===== config.mk =====
export PLATFORM = sky130hd
export DESIGN_NAME = apb_cfg_master
export DESIGN_NICKNAME = d
export VERILOG_FILES = /design/src/rtl/apb_cfg_master.sv
export SDC_FILE = /design/constraint.sdc
export NUM_CORES = 1
export LEC_CHECK = 0
export ABC_AREA = 1
export CORE_MARGIN = 2
export CORE_UTILIZATION = 26
export CTS_BUF_LIST = sky130_fd_sc_hd__clkbuf_8
export CTS_CLUSTER_DIAMETER = 50
export CTS_CLUSTER_SIZE = 40
export DETAILED_ROUTE_END_ITERATION = 12
export GPL_ROUTABILITY_DRIVEN = 1
export PLACE_DENSITY = 0.47
export SYNTH_ARGS = -nofsm -noshare
export SYNTH_HDL_FRONTEND = slang
export SYNTH_SLANG_ARGS = --single-unit

===== constraint.sdc =====
create_clock -name PCLK -period 3 [get_ports PCLK]
set_input_delay 0.3 -clock PCLK [delete_from_list [all_inputs] [get_ports PCLK]]
set_output_delay 0.3 -clock PCLK [all_outputs]
set_load 0.02 [all_outputs]

===== src/rtl/apb_cfg_master.sv =====
// APB3 requester for the configuration register port.
// Turns write / read / poll commands into APB transfers and returns one response pulse per
// command. Every output is a register; the FSM updates outputs together with the state so that
// each output already holds the value belonging to the state being entered.

`ifndef REG_ADDRWIDTH
`define REG_ADDRWIDTH 32
`endif
`ifndef REG_DATAWIDTH
`define REG_DATAWIDTH 32
`endif

module apb_cfg_master #(
  parameter int unsigned ADDR_W     = `REG_ADDRWIDTH,
  parameter int unsigned DATA_W     = `REG_DATAWIDTH,
  parameter int unsigned POLL_LIMIT = 1024
) (
  input  logic              PCLK,
  input  logic              PRESETn,
  // command side
  input  logic              cmd_valid,
  output logic              cmd_ready,
  input  logic [1:0]        cmd_op,
  input  logic [ADDR_W-1:0] cmd_addr,
  input  logic [DATA_W-1:0] cmd_wdata,
  input  logic [DATA_W-1:0] cmd_mask,
  // response side
  output logic              rsp_valid,
  output logic [DATA_W-1:0] rsp_rdata,
  output logic              rsp_err,
  output logic              busy,
  // APB side
  output logic [ADDR_W-1:0] PADDR,
  output logic              PWRITE,
  output logic              PSEL,
  output logic              PENABLE,
  output logic [DATA_W-1:0] PWDATA,
  input  logic [DATA_W-1:0] PRDATA,
  input  logic              PREADY
);

  localparam int unsigned     CntW    = $clog2(POLL_LIMIT + 1);
  localparam logic [CntW-1:0] PollMax = CntW'(POLL_LIMIT);

  localparam logic [1:0] OpWrite = 2'b00;
  localparam logic [1:0] OpRead  = 2'b01;
  localparam logic [1:0] OpRsvd  = 2'b11;

  typedef enum logic [2:0] {
    StIdle,
    StSetup,
    StAccess,
    StGap,
    StResp
  } state_e;

  state_e            state_q;
  logic [1:0]        op_q;
  logic [DATA_W-1:0] wdata_q;
  logic [DATA_W-1:0] mask_q;
  logic [CntW-1:0]   cnt_q;

  logic [CntW-1:0]   cnt_inc;
  logic              poll_hit;
  logic              poll_exhausted;

  // Poll evaluation for the read completing this cycle; the attempt count saturates.
  always_comb begin
    cnt_inc        = (cnt_q == PollMax) ? cnt_q : cnt_q + CntW'(1);
    poll_hit       = ((PRDATA & mask_q) == (wdata_q & mask_q));
    poll_exhausted = (cnt_inc == PollMax);
  end

  // Command FSM with registered APB and response outputs.
  always_ff @(posedge PCLK) begin
    if (!PRESETn) begin
      state_q   <= StIdle;
      op_q      <= 2'b00;
      wdata_q   <= '0;
      mask_q    <= '0;
      cnt_q     <= '0;
      cmd_ready <= 1'b1;
      busy      <= 1'b0;
      rsp_valid <= 1'b0;
      rsp_rdata <= '0;
      rsp_err   <= 1'b0;
      PADDR     <= '0;
      PWRITE    <= 1'b0;
      PSEL      <= 1'b0;
      PENABLE   <= 1'b0;
      PWDATA    <= '0;
    end else begin
      rsp_valid <= 1'b0;
      unique case (state_q)
        StIdle: begin
          if (cmd_valid) begin
            op_q      <= cmd_op;
            wdata_q   <= cmd_wdata;
            mask_q    <= cmd_mask;
            cnt_q     <= '0;
            cmd_ready <= 1'b0;
            busy      <= 1'b1;
            if (cmd_op == OpRsvd) begin
              // Reserved op idles one cycle in GAP (no PSEL) so its response lands at T+2.
              state_q <= StGap;
            end else begin
              state_q <= StSetup;
              PSEL    <= 1'b1;
              PADDR   <= cmd_addr;
              PWRITE  <= (cmd_op == OpWrite);
              PWDATA  <= (cmd_op == OpWrite) ? cmd_wdata : '0;
            end
          end
        end

        StSetup: begin
          PENABLE <= 1'b1;
          state_q <= StAccess;
        end

        StAccess: begin
          if (PREADY) begin
            PSEL    <= 1'b0;
            PENABLE <= 1'b0;
            case (op_q)
              OpWrite: begin
                rsp_rdata <= '0;
                rsp_err   <= 1'b0;
                rsp_valid <= 1'b1;
                state_q   <= StResp;
              end
              OpRead: begin
                rsp_rdata <= PRDATA;
                rsp_err   <= 1'b0;
                rsp_valid <= 1'b1;
                state_q   <= StResp;
              end
              default: begin
                cnt_q <= cnt_inc;
                if (poll_hit || poll_exhausted) begin
                  rsp_rdata <= PRDATA;
                  rsp_err   <= !poll_hit;
                  rsp_valid <= 1'b1;
                  state_q   <= StResp;
                end else begin
                  state_q <= StGap;
                end
              end
            endcase
          end
        end

        StGap: begin
          if (op_q == OpRsvd) begin
            rsp_rdata <= '0;
            rsp_err   <= 1'b1;
            rsp_valid <= 1'b1;
            state_q   <= StResp;
          end else begin
            // Next poll attempt; address and direction are still held from the first SETUP.
            PSEL    <= 1'b1;
            state_q <= StSetup;
          end
        end

        StResp: begin
          state_q   <= StIdle;
          cmd_ready <= 1'b1;
          busy      <= 1'b0;
          PADDR     <= '0;
          PWRITE    <= 1'b0;
          PWDATA    <= '0;
        end

        default: begin
          state_q <= StIdle;
        end
      endcase
    end
  end

endmodule


==> reports/results.ini <==
[synth]
synth.distinct_cells=33
synth_enable_flop_cells=0
synthesis.area_sq_um=7840
synthFlopType=dfxtp_1
syn_inst=1136
syn-mean-instance-area_sq_um=6.90
synth_async_sr_flop_share_pct=0
yosysSeqAreaShare_pct=46.8
synth_fp_nets=1272
synth_seq_cells=183
yosysWarnings=0

[sta]
slew_violations=0
rsz0062_at_grt=no
finalClockSkew_ns=0.0255
post-route-period-util_pct=81.1
min_period_ns=2.43
tns_ns=0
setup_viol=0
fmax_mhz=411
slew_headroom_pct=28.9
hold_violations=0
hold_slack_ns=0.233
tightest_slew_ns=1.06

[power]
power_frac_seq_pct=43.2
ir_worst_vdd_uv=330
swShare_pct=37.8
powerDensity_nw_per_um2=643
report.power.total_w=0.00705
combPwrFrac_pct=32.2
p_int_w=0.00439
p_switching_w=0.00266
p_leak_nw=4.52
power.share.clock_pct=24.6

[global_route]
busiest_layer=met2
overflow=0
use_met1_pct=21.9
grt_first_pass_wirelength_um=41000
antenna_found_initial=1
grt_util_met2_pct=26.6
grt_util_met3_pct=5.93
grt_max_degree=97
grt.total_usage_pct=16.7
grt_pass1_vias=7399

[setup_path]
worst_ep_required_time_ns=3.39
worstSetupPathType=reg2reg
crit_path_start=cnt_q[1]
reg2reg_from=cnt_q[1]
cp.arrival_ns=2.83
worst_setup_path_endpoint=rsp_rdata[3]
r2r-end=rsp_rdata[3]
cp_max_fo=33
crit_path_end_kind=register
rr_worst_depth=13
rrSetupSlack_ns=0.57
worstSetupStartpointType=register

[cells_and_area]
drive_gt1_share_pct=5.23
final_cell_mix=nand2_1, clkdlybuf4s50_1, nor2_1
post-route-util_pct=37.0
nets=1480
layout_commonest_cell=nand2_1
syn_to_final_growth_pct=39.8
fin_cells=1748

[placed_design]
gp_congestion=0.822
port_buffers=236
hpwlAfterDp_um=18100
dp_cells=1715

[clocking]
cts_buffers=17
root_buffer=clkbuf_8
htree_levels=4
clkTransAtPathRegs_ns=0.11
post_cts_buffers=0
holdBufCountCts=0
cts_resized=0
clockBufferDepth=2
tritoncts=built
cts.sinks=183
worstSkewPairLatency_ns=0.48

[drt]
detail_route.iter0.violations=463
vias=7645
dr.pass1.iters=6
wire_per_inst_um=15.0
wl_um=26200
ant_nets=0
vias_per_cell=4.37
drcViolationCount=0

[floorplan]
core-area_sq_um=29600
io-pin-count=237
rows=63
die-area_sq_um=31500
die_y_um=178
die_w_um=178
start_util_pct=26.4

[status]
status=finished clean

[hold_path]
hp-class=in2reg

[job]
maxCapViolCount=0

-- cell families after synthesis --
family	share of synthesized area, %
buffers and inverters	9.25
and+or+nand+nor	30.7
xor gates and xnor gates	0.447
adders and majority gates	0.319
DFF	46.8
AOI/OAI and AO/OA	12.5
-- sequential cells by signal, indices dropped and copies added, names as in the netlist --
signal     cells
PADDR         32
PWDATA        32
mask_q        32
rsp_rdata     32
wdata_q       32
cnt_q         11
state_q        3
op_q           2
PENABLE        1
PSEL           1
PWRITE         1
busy           1
cmd_ready      1
rsp_err        1
rsp_valid      1
-- per-layer routing --
metal | wire [um] | up-vias
li1 | - | 4026
met1 | 12100 | 3423
met2 | 11900 | 181
met3 | 2050 | 15
met4 | 205 | 0
met5 | 0 | -
-- synth_stat cells, drive strengths merged, types with 2 or more instances --
master | number | share of area (%)
nand2 | 254 | 12
nor2 | 206 | 10
dfxtp | 183 | 47
inv | 120 | 5.7
o21ai | 105 | 6.8
a21oi | 81 | 5.3
nand3 | 70 | 4.7
clkbuf | 42 | 2.0
nand4 | 36 | 2.9
buf | 20 | 1.4
xor2 | 4 | 0.45
nor3 | 3 | 0.26
a32oi | 2 | 0.22
and2 | 2 | 0.16
ha | 2 | 0.32
or2 | 2 | 0.16
-- final cells by class --
cell class / instances / area (sq um)
Sequential cell: 183 / 3660
Fill cell: 3244 / 18700
Clock buffer: 18 / 248
Timing Repair Buffer: 251 / 2480
Clock inverter: 14 / 154
Tap cell: 390 / 488
Inverter: 121 / 454
Multi-Input combinational cell: 770 / 3460
Antenna cell: 1 / 2.50
-- worst min path at each step --
stage	start	end	slack (ns)	cells past startpoint
detailed placement	PWRITE	PWRITE	0.44	2
finish	PRESETn	PENABLE	0.23	3
global placement	cmd_ready	cmd_ready	0.43	2
CTS	PRESETn	PENABLE	0.20	3
global route	PRESETn	PENABLE	0.21	3
floorplan	PREADY	PSEL	0.40	1
-- critical path, cell delays in order, from the launching register on --
cell	delay, ns
dfxtp_1	0.45
ha_1	0.28
nand2_1	0.12
nor2_2	0.15
nand2_1	0.08
xor2_1	0.17
nand2_1	0.07
nor2_1	0.08
nand3_1	0.17
nand2_1	0.14
nand3_2	0.11
nand2_4	0.35
nor2_1	0.07
nor2_1	0.12
-- power by group through the flow --
stage | registers (W) | logic, W | clock network [W]
after CTS | 0.00304 | 0.00231 | 0.00180
after global routing | 0.00309 | 0.00254 | 0.00190
after detailed placement | 0.00310 | 0.00230 | 0
final | 0.00304 | 0.00227 | 0.00174
after global placement | 0.00309 | 0.00229 | 0
after floorplan | 0.00331 | 0.00107 | 0
-- metrics by stage --
step / setup slack (ns) / instance area [sq um]
final: 0.567 / 11000
after global placement: 0.474 / 10600
after detailed placement: 0.490 / 10600
after floorplan: 1.11 / 7840
after CTS: 0.570 / 11000
after global routing: 0.238 / 11000
Note: power is estimated with default switching activity, not from simulation.
